$ cat config.mk
export PLATFORM = sky130hd
export DESIGN_NAME = control_pipe
export DESIGN_NICKNAME = d
export VERILOG_FILES = /design/src/rtl/control_pkg.sv /design/src/rtl/ctrl_decode.sv /design/src/rtl/control_pipe.sv
export SDC_FILE = /design/constraint.sdc
export NUM_CORES = 1
export LEC_CHECK = 0
export ABC_CLOCK_PERIOD_IN_PS = 4230
export CORE_UTILIZATION = 43
export DETAILED_ROUTE_END_ITERATION = 8
export GPL_TIMING_DRIVEN = 0
export PLACE_DENSITY = 0.85
export SETUP_SLACK_MARGIN = 0.3
export SLEW_MARGIN = 20
export SYNTH_ARGS = -nofsm -noshare
export SYNTH_HDL_FRONTEND = slang
export SYNTH_SLANG_ARGS = --single-unit
$ cat constraint.sdc
create_clock -name clock -period 4.23 [get_ports clock]
set_clock_uncertainty 0.15 [all_clocks]
set_input_delay 1.269 -clock clock [delete_from_list [all_inputs] [get_ports clock]]
set_output_delay 1.269 -clock clock [all_outputs]
set_load 0.05 [all_outputs]
$ cat src/rtl/control_pkg.sv
// Shared encodings for the control pipe: ISA opcodes, ALU function codes and
// the bit layout of the per-stage control word.
package control_pkg;

    localparam logic [4:0] OP_RTYPE = 5'd0;
    localparam logic [4:0] OP_J     = 5'd1;
    localparam logic [4:0] OP_BNE   = 5'd2;
    localparam logic [4:0] OP_JAL   = 5'd3;
    localparam logic [4:0] OP_JR    = 5'd4;
    localparam logic [4:0] OP_ADDI  = 5'd5;
    localparam logic [4:0] OP_BLT   = 5'd6;
    localparam logic [4:0] OP_SW    = 5'd7;
    localparam logic [4:0] OP_LW    = 5'd8;
    localparam logic [4:0] OP_SETX  = 5'd21;
    localparam logic [4:0] OP_BEX   = 5'd22;

    localparam logic [4:0] ALU_MUL  = 5'd6;
    localparam logic [4:0] ALU_DIV  = 5'd7;

    localparam int unsigned CW_SWITCH_B    = 0;
    localparam int unsigned CW_SEL_PC_T    = 1;
    localparam int unsigned CW_JAL         = 2;
    localparam int unsigned CW_SEL_RSTATUS = 3;
    localparam int unsigned CW_REG_WE      = 4;
    localparam int unsigned CW_MEM_WE      = 5;
    localparam int unsigned CW_MEM_TO_REG  = 6;
    localparam int unsigned CW_IS_MD       = 7;
    localparam int unsigned CW_VALID       = 8;
    localparam int unsigned CW_DST         = 9;
    localparam int unsigned CTRL_W         = 14;

    function automatic logic [4:0] cw_dst(logic [CTRL_W-1:0] w);
        return w[CW_DST +: 5];
    endfunction

endpackage

$ cat src/rtl/ctrl_decode.sv
// Purely combinational decode of one instruction into a control word.
// An invalid instruction yields the all-zero bubble word.
module ctrl_decode
    import control_pkg::*;
(
    input  logic [31:0]       instr_i,
    input  logic              valid_i,
    output logic [CTRL_W-1:0] ctrl_o
);

    logic [4:0] op;
    logic [4:0] alu;
    logic       unused_bits;

    assign op          = instr_i[31:27];
    assign alu         = instr_i[6:2];
    assign unused_bits = ^{instr_i[21:7], instr_i[1:0]};

    always_comb begin
        ctrl_o = '0;
        if (valid_i) begin
            case (op)
                OP_RTYPE: begin
                    ctrl_o[CW_REG_WE] = 1'b1;
                    ctrl_o[CW_IS_MD]  = (alu == ALU_MUL) || (alu == ALU_DIV);
                end
                OP_J:   ctrl_o[CW_SEL_PC_T] = 1'b1;
                OP_BNE: ctrl_o[CW_SWITCH_B] = 1'b1;
                OP_BLT: ctrl_o[CW_SWITCH_B] = 1'b1;
                OP_JR:  ctrl_o[CW_SWITCH_B] = 1'b1;
                OP_JAL: begin
                    ctrl_o[CW_SEL_PC_T] = 1'b1;
                    ctrl_o[CW_JAL]      = 1'b1;
                    ctrl_o[CW_REG_WE]   = 1'b1;
                end
                OP_ADDI: ctrl_o[CW_REG_WE] = 1'b1;
                OP_SW: begin
                    ctrl_o[CW_SWITCH_B] = 1'b1;
                    ctrl_o[CW_MEM_WE]   = 1'b1;
                end
                OP_LW: begin
                    ctrl_o[CW_SWITCH_B]   = 1'b1;
                    ctrl_o[CW_REG_WE]     = 1'b1;
                    ctrl_o[CW_MEM_TO_REG] = 1'b1;
                end
                OP_SETX: ctrl_o[CW_REG_WE]      = 1'b1;
                OP_BEX:  ctrl_o[CW_SEL_RSTATUS] = 1'b1;
                default: ;
            endcase
            ctrl_o[CW_VALID] = 1'b1;
            case (op)
                OP_JAL:  ctrl_o[CW_DST +: 5] = 5'd31;
                OP_SETX: ctrl_o[CW_DST +: 5] = 5'd30;
                default: ctrl_o[CW_DST +: 5] = instr_i[26:22];
            endcase
        end
    end

endmodule

$ cat src/rtl/control_pipe.sv
// Decode-stage control decoder plus NUM_STAGES control pipeline registers,
// with load-use / mul-div bubble insertion, flush and freeze.
module control_pipe
    import control_pkg::*;
#(
    parameter int unsigned NUM_STAGES = 3,
    parameter int unsigned MD_CYCLES  = 17,
    parameter int unsigned CNT_W      = 5
) (
    input  logic                         clock,
    input  logic                         reset,
    input  logic [31:0]                  instr_d,
    input  logic                         valid_d,
    input  logic                         freeze,
    input  logic                         flush,
    output logic [CTRL_W-1:0]            ctrl_d,
    output logic [CTRL_W-1:0]            ctrl_x,
    output logic [CTRL_W-1:0]            ctrl_w,
    output logic [NUM_STAGES*CTRL_W-1:0] ctrl_all,
    output logic                         stall_d,
    output logic                         md_busy,
    output logic                         md_done
);

    logic [NUM_STAGES-1:0][CTRL_W-1:0] stage_word;
    logic [CTRL_W-1:0]                 stage1_d;
    logic [4:0]                        x_dst;
    logic                              load_use;
    logic                              md_start;
    logic [CNT_W-1:0]                  md_cnt_q, md_cnt_d;
    logic                              md_done_q, md_done_d;

    ctrl_decode u_decode (
        .instr_i (instr_d),
        .valid_i (valid_d & ~flush),
        .ctrl_o  (ctrl_d)
    );

    assign ctrl_x   = stage_word[0];
    assign ctrl_w   = stage_word[NUM_STAGES-1];
    assign ctrl_all = stage_word;

    // Conservative: any of the three register fields counts as a source.
    always_comb begin
        x_dst    = cw_dst(ctrl_x);
        load_use = ctrl_x[CW_VALID] & ctrl_x[CW_MEM_TO_REG] & (x_dst != '0)
                 & ((x_dst == instr_d[26:22]) | (x_dst == instr_d[21:17])
                  | (x_dst == instr_d[16:12]));
        md_busy  = (md_cnt_q != '0);
        stall_d  = valid_d & ~flush
                 & (load_use | md_busy | (ctrl_d[CW_IS_MD] & ctrl_x[CW_IS_MD]));
        stage1_d = (flush | stall_d) ? '0 : ctrl_d;
    end

    for (genvar k = 0; k < NUM_STAGES; k++) begin : g_stage
        logic [CTRL_W-1:0] word_q, word_d;
        if (k == 0) begin : g_head
            assign word_d = stage1_d;
        end else begin : g_tail
            assign word_d = stage_word[k-1];
        end
        always_ff @(posedge clock) begin
            if (reset) begin
                word_q <= '0;
            end else if (!freeze) begin
                word_q <= word_d;
            end
        end
        assign stage_word[k] = word_q;
    end

    // The counter keeps running under freeze; only the load needs stage 1 to move.
    always_comb begin
        md_start  = ~freeze & ctrl_x[CW_VALID] & ctrl_x[CW_IS_MD];
        md_cnt_d  = md_cnt_q;
        if (md_start) begin
            md_cnt_d = CNT_W'(MD_CYCLES - 1);
        end else if (md_busy) begin
            md_cnt_d = md_cnt_q - CNT_W'(1);
        end
        md_done_d = (md_cnt_q == CNT_W'(1)) & ~md_start;
    end

    always_ff @(posedge clock) begin
        if (reset) begin
            md_cnt_q  <= '0;
            md_done_q <= 1'b0;
        end else begin
            md_cnt_q  <= md_cnt_d;
            md_done_q <= md_done_d;
        end
    end

    assign md_done = md_done_q;

endmodule

==> flow_summary.toml, run 1 <==
[logic_synthesis]
yosysSeqAreaShare_pct = 39.1
synth_mux_area_share_pct = 11.0
synth_fa_ha_area_share_pct = 1.93
synth.avg_cell_area_um2 = 8.50
synth_top_area_share_pct = 39.1
synthSimpleGateAreaFrac_pct = 19.2
synth_compound_area_share_pct = 9.16
synth-edff-count = 0
synth_cell_types = 38
yosys_warnings = 0
syn_nets = 329
yosysTopAreaCell = "dfxtp_1"
async_flop_share_pct = 0
dominantRegCellSynth = "dfxtp_1"
yosys-top-cells-area = "dfxtp_1, mux2i_1, buf_4, nor2_1, nand2_1"
synth-xor-area-share_pct = 6.42
synthCells = 289
syn_area_um2 = 2460
synth_top_family_by_area = "simple AND/OR/NAND/NOR gates"
ys_ff_latch = 48

[critical_path]
start_kind = "input port"
rr_worst_depth = 21
end_kind = "flip-flop"
crit_family = "buffers and inverters"
crit_path_top_delay_cell = "nor3_1"
crit_fanout = 2
cp_cell_sequence = "clkbuf_2 -> xor2_1 -> nor3_1 -> nand3_1 -> buf_4 -> buf_4 -> buf_4 -> buf_4 -> buf_4 -> buf_4 -> buf_4 -> buf_4 -> buf_4 -> buf_4 -> buf_6 -> buf_4 -> buf_4 -> buf_4 -> nand4_1 -> a211o_1 -> a21oi_2"
cp_common_cell = "buf_4"
critPathKind = "in2reg"
path_depth = 21
worst-path-buf-inv = 15
slowest_delay_ns = 0.24
crit_arrival_ns = 4.01
required_ns = 4.26

[drt]
avgRoutedWirePerCell_um = 14.9
drc = 0
viasPerCell = 4.99
first_pass_iters = 4
drt-total-wl_mm = 7.70
ant_nets = 0
vias = 2586
drtIter0Drc = 140

[run]
drv_cap = 0

[floorplan]
initial_core_util_pct = 44.6
fp-row-count = 27
fp.dieH_um = 77.6
coreArea_um2 = 5510
num_io_pins = 124
die_w_um = 77.6
die-area_um2 = 6020

[hold_path]
holdCritPathClass = "reg2reg"
min_path_cells = 2

[clock_tree]
cts_made_buffers = 5
cts_tree = "yes"
numClockSinks = 48
clk_pin_slew_ns = 0.09
clk_path_buf_depth = 2
root_buffer = "clkbuf_8"
h-tree-depth = 2
clkLatencyLatePin_ns = 0.30
holdBufCountCts = 0

[sta]
setup_ws_ns = 0.249
finalSetupTns_ns = 0
timing.slew.headroom_pct = 48.2
fin_crit_sh_pct = 94.1
period_needed_ns = 3.98
hold_viol = 0
slew_viol_final = 0
worst_pin_slew_ns = 0.771
fmax_mhz = 251
rsz0062_at_grt = "no"
setup_viol = 0

[power_and_ir_drop]
vdd_ir_drop_max_v = 0.000201
p_per_area_nw_per_um2 = 317
p_leak_nw = 1.84

[run_status]
outcome = "complete, no violations"

[global_routing]
grtUsageTotal_pct = 25.4
grt_overflow = 0
grt_pass1_wl_mm = 12.0
grt_pass1_vias = 2528
grt_max_degree = 14
antenna_found_initial = 0

[placed_design]
dp_hpwl_mm = 5.07
place_area_um2 = 3700
dp_cells = 473
place_congestion = 0.898
port_buffers = 112
dp_slack_ns = -0.868

[finish]
syn_to_final_growth_pct = 64.7
final_cells = 518
stdcell_area_um2 = 4050
nets = 486
antennaDiodeCount = 0
layout_commonest_cell = "clkdlybuf4s50_1"
mostFrequentLayoutCells = "clkdlybuf4s50_1, buf_4, dfxtp_1"
layout-drive-gt1-share_pct = 29.1
fin_util_pct = 73.5
## worst paths after layout
check	startpoint	slack [ns]	endpoint
max reg2reg	ctrl_x[13]$_SDFFE_PP0N_	0.59	ctrl_x[8]$_SDFFE_PP0N_
max	instr_d[12]	0.25	ctrl_x[8]$_SDFFE_PP0N_
min reg2reg	ctrl_x[5]$_SDFFE_PP0N_	0.37	ctrl_x[5]$_SDFFE_PP0N_
min	ctrl_x[5]$_SDFFE_PP0N_	0.37	ctrl_x[5]$_SDFFE_PP0N_
## registers in the layout, indices dropped and copies added (netlist names)
signal / count
g_stage.word_q: 14
ctrl_x: 14
ctrl_w: 14
md_done: 1
md_cnt_q: 5
## metrics by stage
step | hold WS [ns] | total power [W]
2_1_floorplan | 0.334 | 0.000811
3_3_place_gp | 0.325 | 0.000918
3_5_place_dp | 0.339 | 0.000933
4_1_cts | 0.350 | 0.00123
5_1_grt | 0.380 | 0.00134
6_report | 0.369 | 0.00128
## report_power, final
part / internal, W / total (W) / switching, W
Combinational: 0.000213 / 0.000512 / 0.000299
Clock: 0.000113 / 0.000260 / 0.000147
Sequential: 0.000481 / 0.000509 / 0.0000281
## synth_stat cells, drive strengths merged, types with 2 or more instances
| cell | count |
|---|---|
| xor2 | 9 |
| o31ai | 4 |
| a211o | 2 |
| nand2 | 28 |
| nor2b | 4 |
| nand3 | 4 |
| o21ai | 11 |
| xnor2 | 9 |
| inv | 10 |
| clkbuf | 11 |
| nand4 | 2 |
| dfxtp | 48 |
| ha | 3 |
| nor2 | 48 |
| a21oi | 9 |
| mux2i | 27 |
| nor3 | 9 |
| and4 | 2 |
| nand2b | 3 |
| buf | 34 |
## final cells by class
class	count	area [um2]
Timing Repair Buffer	150	1330
Clock buffer	6	72.6
Fill cell	392	1460
Sequential cell	48	961
Clock inverter	1	5.00
Inverter	10	37.5
Tap cell	72	90.1
Multi-Input combinational cell	186	1260
Buffer	45	289
## tightest hold or removal path, delay by kind of cell (launching register included)
kind | cells | cell delay [ns]
flip-flops | 1 | 0.36
AND/OR/NAND/NOR | 2 | 0.12
## routing by layer
layer  GRT usage (%)  share of wire [%]  wire (um)
met1            28.1                 39       3010
met2            45.8                 52       4020
met3            5.06                5.4        416
met4            12.3                3.3        255
met5               0                  0          0
## repair_timing
action,CTS,global route
resized for setup,106,48
pin swaps,16,21
endpoints found under the setup margin,15,14
setup buffers,31,7
## cell families (layout without fill, tap and decap cells)
family,count (synthesis),count (layout)
AND/OR/NAND/NOR,106,106
buffers and inverters,55,212
flip-flops,48,48
AO/OA/AOI/OAI,31,31
multiplexers,27,27
XOR/XNOR,18,18
adder cells (fa/ha/maj),4,4
Note: power is estimated with default switching activity, not from simulation.
==> run 2: changes to the inputs <==
CORE_UTILIZATION = 40   (was 43)
PLACE_DENSITY = 0.8   (was 0.85)
==> run 2 against run 1 <==
Effect of this change: maximum frequency rose by 1.8%; combinational power fell by 11%; sequential cell count did not move; final area fell by 3.0%; sequential power barely moved; critical path type is now in2out; critical endpoint is now stall_d; largest cell class unchanged; largest power group is now sequential cells.
==> flow_summary.toml, run 2 (same netlist as run 1, synthesis figures left out) <==
[critical_path]
rrSetupSlack_ns = 0.90
start_kind = "input port"
crit_arrival_ns = 2.49
required_ns = 2.81
end_kind = "output port"
critPathKind = "in2out"
crit_fanout = 4
crit_start = "instr_d[6]"
rr_worst_depth = 20
rr_startpoint = "ctrl_x[13]$_SDFFE_PP0N_"
worstReg2RegEnd = "ctrl_x[8]$_SDFFE_PP0N_"

[sta]
timing.slew.headroom_pct = 45.3
period_needed_ns = 3.91
hold_viol = 0
timing.hold.ws_ns = 0.364
fmax_mhz = 256
setup_ws_ns = 0.318
worst_pin_slew_ns = 0.820
slew_viol_final = 0
finalSetupTns_ns = 0
setup_viol = 0
rsz0062_at_grt = "yes"
fin_crit_sh_pct = 92.5

[finish]
stdcell_area_um2 = 3930
nets = 468
final_cells = 504
antennaDiodeCount = 0
layout_commonest_cell = "clkdlybuf4s50_1"
mostFrequentLayoutCells = "clkdlybuf4s50_1, buf_4, dfxtp_1"
syn_to_final_growth_pct = 59.8
layout-drive-gt1-share_pct = 24.9

[floorplan]
coreArea_um2 = 5920
die_w_um = 80.4
fp.dieH_um = 80.4
fp-row-count = 28
die-area_um2 = 6460
num_io_pins = 124
initial_core_util_pct = 41.5

[clock_tree]
root_buffer = "clkbuf_8"
h-tree-depth = 2
clk_pin_slew_ns = 0.08
clkLatencyLatePin_ns = 0.30
clk_path_buf_depth = 2
numClockSinks = 48
cts_made_buffers = 5
cts_tree = "yes"

[hold_path]
hp-start = "ctrl_x[5]$_SDFFE_PP0N_"
min_path_cells = 2
min_to = "ctrl_x[5]$_SDFFE_PP0N_"
holdCritPathClass = "reg2reg"

[placed_design]
place_area_um2 = 3700
dp_cells = 476
dp_hpwl_mm = 5.09
place_congestion = 0.864
port_buffers = 112
dp_slack_ns = -0.874

[drt]
viasPerCell = 4.81
drtIter0Drc = 111
first_pass_iters = 4
ant_nets = 0
vias = 2423
drt-total-wl_mm = 6.72
avgRoutedWirePerCell_um = 13.3
drc = 0

[global_routing]
grtUsageTotal_pct = 20.7
grt_pass1_vias = 2255
grt_overflow = 0
antenna_found_initial = 0
grt_pass1_wl_mm = 10.6
grt_max_degree = 16

[power_and_ir_drop]
p_leak_nw = 1.76
vdd_ir_drop_max_v = 0.000171
p_per_area_nw_per_um2 = 318

[run]
drv_cap = 0

[run_status]
outcome = "complete, no violations"
run 2: critical path, cell delays in order:
cell      delay, ns
buf_6          0.09
nor4bb_2       0.26
and4_4         0.30
a211o_1        0.20
nand2_2        0.09
nor2_4         0.13
buf_8          0.15
run 2: per-layer routing:
layer  share of wire [%]  wire, um  global-route usage (%)  vias to the layer above
met2                  51      3460                    37.8                       86
met3                 5.1       344                    2.61                       11
li1                    -         -                       -                     1200
met4                 1.8       123                    5.89                        0
met5                   0         0                       0                        -
met1                  42      2790                    25.0                     1126
run 2: metrics by stage:
stage | power, W | util, %
finish | 0.00125 | 66.3
global route | 0.00132 | 66.3
CTS | 0.00124 | 65.9
detailed placement | 0.000931 | 62.5
global placement | 0.000920 | 62.5
floorplan | 0.000811 | -
run 2: final cells by class:
class,instances,area (um2)
Clock buffer,6,82.6
Buffer,45,292
Clock inverter,2,15.0
Fill cell,474,1990
Timing Repair Buffer,132,1210
Multi-Input combinational cell,186,1230
Inverter,10,37.5
Sequential cell,48,961
Tap cell,75,93.8
run 2: how the worst max path moves through the flow:
stage | endpoint | slack [ns] | cells past startpoint
CTS | stall_d | 0.19 | 7
global placement | stall_d | -0.85 | 7
floorplan | stall_d | 0.15 | 6
finish | stall_d | 0.32 | 7
detailed placement | stall_d | -0.87 | 7
global route | stall_d | 0.29 | 7
run 2: where the power goes:
part / total [W] / switching [W] / internal (W)
clock: 0.000281 / 0.000149 / 0.000132
sequential: 0.000509 / 0.0000276 / 0.000481
combinational: 0.000457 / 0.000269 / 0.000188
total: 0.00125 / 0.000445 / 0.000801
run 2: timing repair:
item / in CTS / in global routing
gates resized for setup: 103 / 35
hold buffers: 0 / 0
cloned: 0 / 0
buffers inserted: 18 / 2
endpoints found under the setup margin: 15 / 12
pin swaps: 14 / 15
==> RTL edit: new RTL, config.mk and constraints of run 2 <==
The parameter `NUM_STAGES` goes from 3 to 2.
--- a/src/rtl/control_pipe.sv
+++ b/src/rtl/control_pipe.sv
@@ -3,7 +3,7 @@
 module control_pipe
     import control_pkg::*;
 #(
-    parameter int unsigned NUM_STAGES = 3,
+    parameter int unsigned NUM_STAGES = 2,
     parameter int unsigned MD_CYCLES  = 17,
     parameter int unsigned CNT_W      = 5
 ) (
Ports: changed (resized ctrl_all); port bits go from 124 to 110. No check against the original RTL was run, so the function may have changed too.
==> RTL edit against run 2 <==
  * The run now ends with negative setup slack left
  * Via count is 16% lower
  * Count of clock-buffer cells in the layout up 2
  * Sequential cell count down 14
  * Design area fell by 11%
  * Global-route usage about the same
  * Power down 11%
  * Wire length fell by 15%
  * Area after synthesis fell by 18%
  * Setup slack got worse by 570 ps
  * Critical path type unchanged
==> RTL edit: results (changes against run 2) <==
outcome:
  status: "finished, violations left"
  violations: "negative setup slack"
clock_network:
  post_cts_buffers: 5  # -13
  clk_pin_slew_worst_paths_ps: 70
  cts-resized-gates: 124  # +20%
  clock_path_buffers: 2  # unchanged
  htree_levels: 2  # unchanged
pwr:
  switching_share: 0.3602  # +0.002897
  vdd.ir_drop.worst_mv: 0.2445  # +43%
  power_leakage_nw: 1.500  # -15%
setup_path:
  reg2reg_to: "ctrl_x[9]"
  arrival_ps: 3060  # +570 ps
  r2r_start: "md_cnt_q[0]"
  regToRegSetupSlack_ps: 1710  # +810 ps
  reg2reg_depth: 8  # -60%
  cp_max_fo: 3  # -1
  crit_start: "instr_d[27]"
  slowest_stage: "or4b_4"
  max_stage_delay_ps: 520  # +220 ps
layout:
  fin_nets: 397  # -15%
  layout-drive-gt1-share: 0.3128  # +0.06343
placed_design:
  gp_congestion: 0.8080  # -6.5%
  place_area_um2: 3167  # -14%
  place_ws_ps: -1477  # -602.9 ps
  io_buffer_count: 96  # -14%
  dp.final_hpwl_mm: 4.048  # -20%
logic_synthesis:
  yosysUniqueCellTypes: 42  # +11%
  yosysSeqAreaShare: 0.3381  # -0.05294
  synth_fp_nets: 283  # -14%
  synthArstFlopShare: 0  # unchanged
  synth_commonest_cells: "35 x nor2_1, 34 x dfxtp_1, 29 x buf_4, 22 x nand2_1, 14 x xor2_1"
  netlist_top_cells_area: "dfxtp_1 34%, buf_4 11%, nor2_1 6.5%"
global_routing:
  grt_max_degree: 11  # -5
  track_usage: 0.2072  # +0.0004437
  grt_pass1_vias: 1850  # -18%
  grt_first_pass_wirelength_mm: 8.597  # -19%
sta:
  setup_violations: 1  # +1
  tightestPinTransition_ps: 688.6  # -131.7 ps
  postLayoutSetupSlackWorst_ps: -252.1  # -570.3 ps
  final.setup.tns_ps: -252.1  # -252.1 ps
min_path:
  hold_start: "ctrl_x[1]"
  min_to: "ctrl_x[1]"
routing:
  routed_via_density: 4.812  # about the same
  wl_per_cell_um: 13.48  # +1.1%
  drt-initial-drc-count: 76  # -32%
[RTL edit: cell types whose count changed in the layout (fill, tap and decap cells not counted), sizes merged, moves of 6 or more]
cell,delta
dfxtp,-14
nor2,-13
dlymetal6s2s,-6
buf,-10
nand2,-6
mux2i,-14
[RTL edit: worst max path at each step]
stage | end | cells after the start
2_1_floorplan | stall_d | 6
3_3_place_gp | stall_d | 7
3_5_place_dp | stall_d | 7
4_1_cts | stall_d | 7
5_1_grt | stall_d | 7
6_report | stall_d | 7
[RTL edit: power groups by stage]
stage / sequential, mW / combinational, mW / clock (mW)
floorplan: 0.392 / 0.278 / 0
global placement: 0.380 / 0.392 / 0
detailed placement: 0.380 / 0.403 / 0
CTS: 0.374 / 0.438 / 0.283
global route: 0.379 / 0.480 / 0.301
finish: 0.375 / 0.450 / 0.286
[RTL edit: routing by layer]
metal  share of wire  vias to the layer above  GRT usage
met5               0                        -          0
met4           0.013                        0    0.07625
met3           0.051                        9    0.02901
met2            0.51                       88     0.3645
met1            0.43                      942     0.2568
li1                -                     1006          -
[RTL edit: cell type report]
cell class / count / area [um^2]
fill: 355 / 1291
timing repair buffer: 107 / 1054
sequential: 34 / 680.7
multi-input combinational: 156 / 1187
tap: 67 / 83.83
buffer: 44 / 345.3
inverter: 9 / 33.78
clock buffer: 8 / 110.1
[RTL edit: through the flow]
stage	hold slack [ps]	instances	total power, mW
detailed placement	343.6	406	0.7835
global route	391.1	425	1.160
CTS	354.7	419	1.095
finish	355.2	425	1.111
floorplan	333.5	243	0.6701
global placement	337.3	406	0.7715
[RTL edit: logic make-up after synthesis]
family	share of synthesized area
compound gates	0.1237
fa+ha+maj	0.02362
buf+inv	0.1572
simple gates	0.2144
mux	0.06463
xor+xnor	0.07831
flops	0.3381
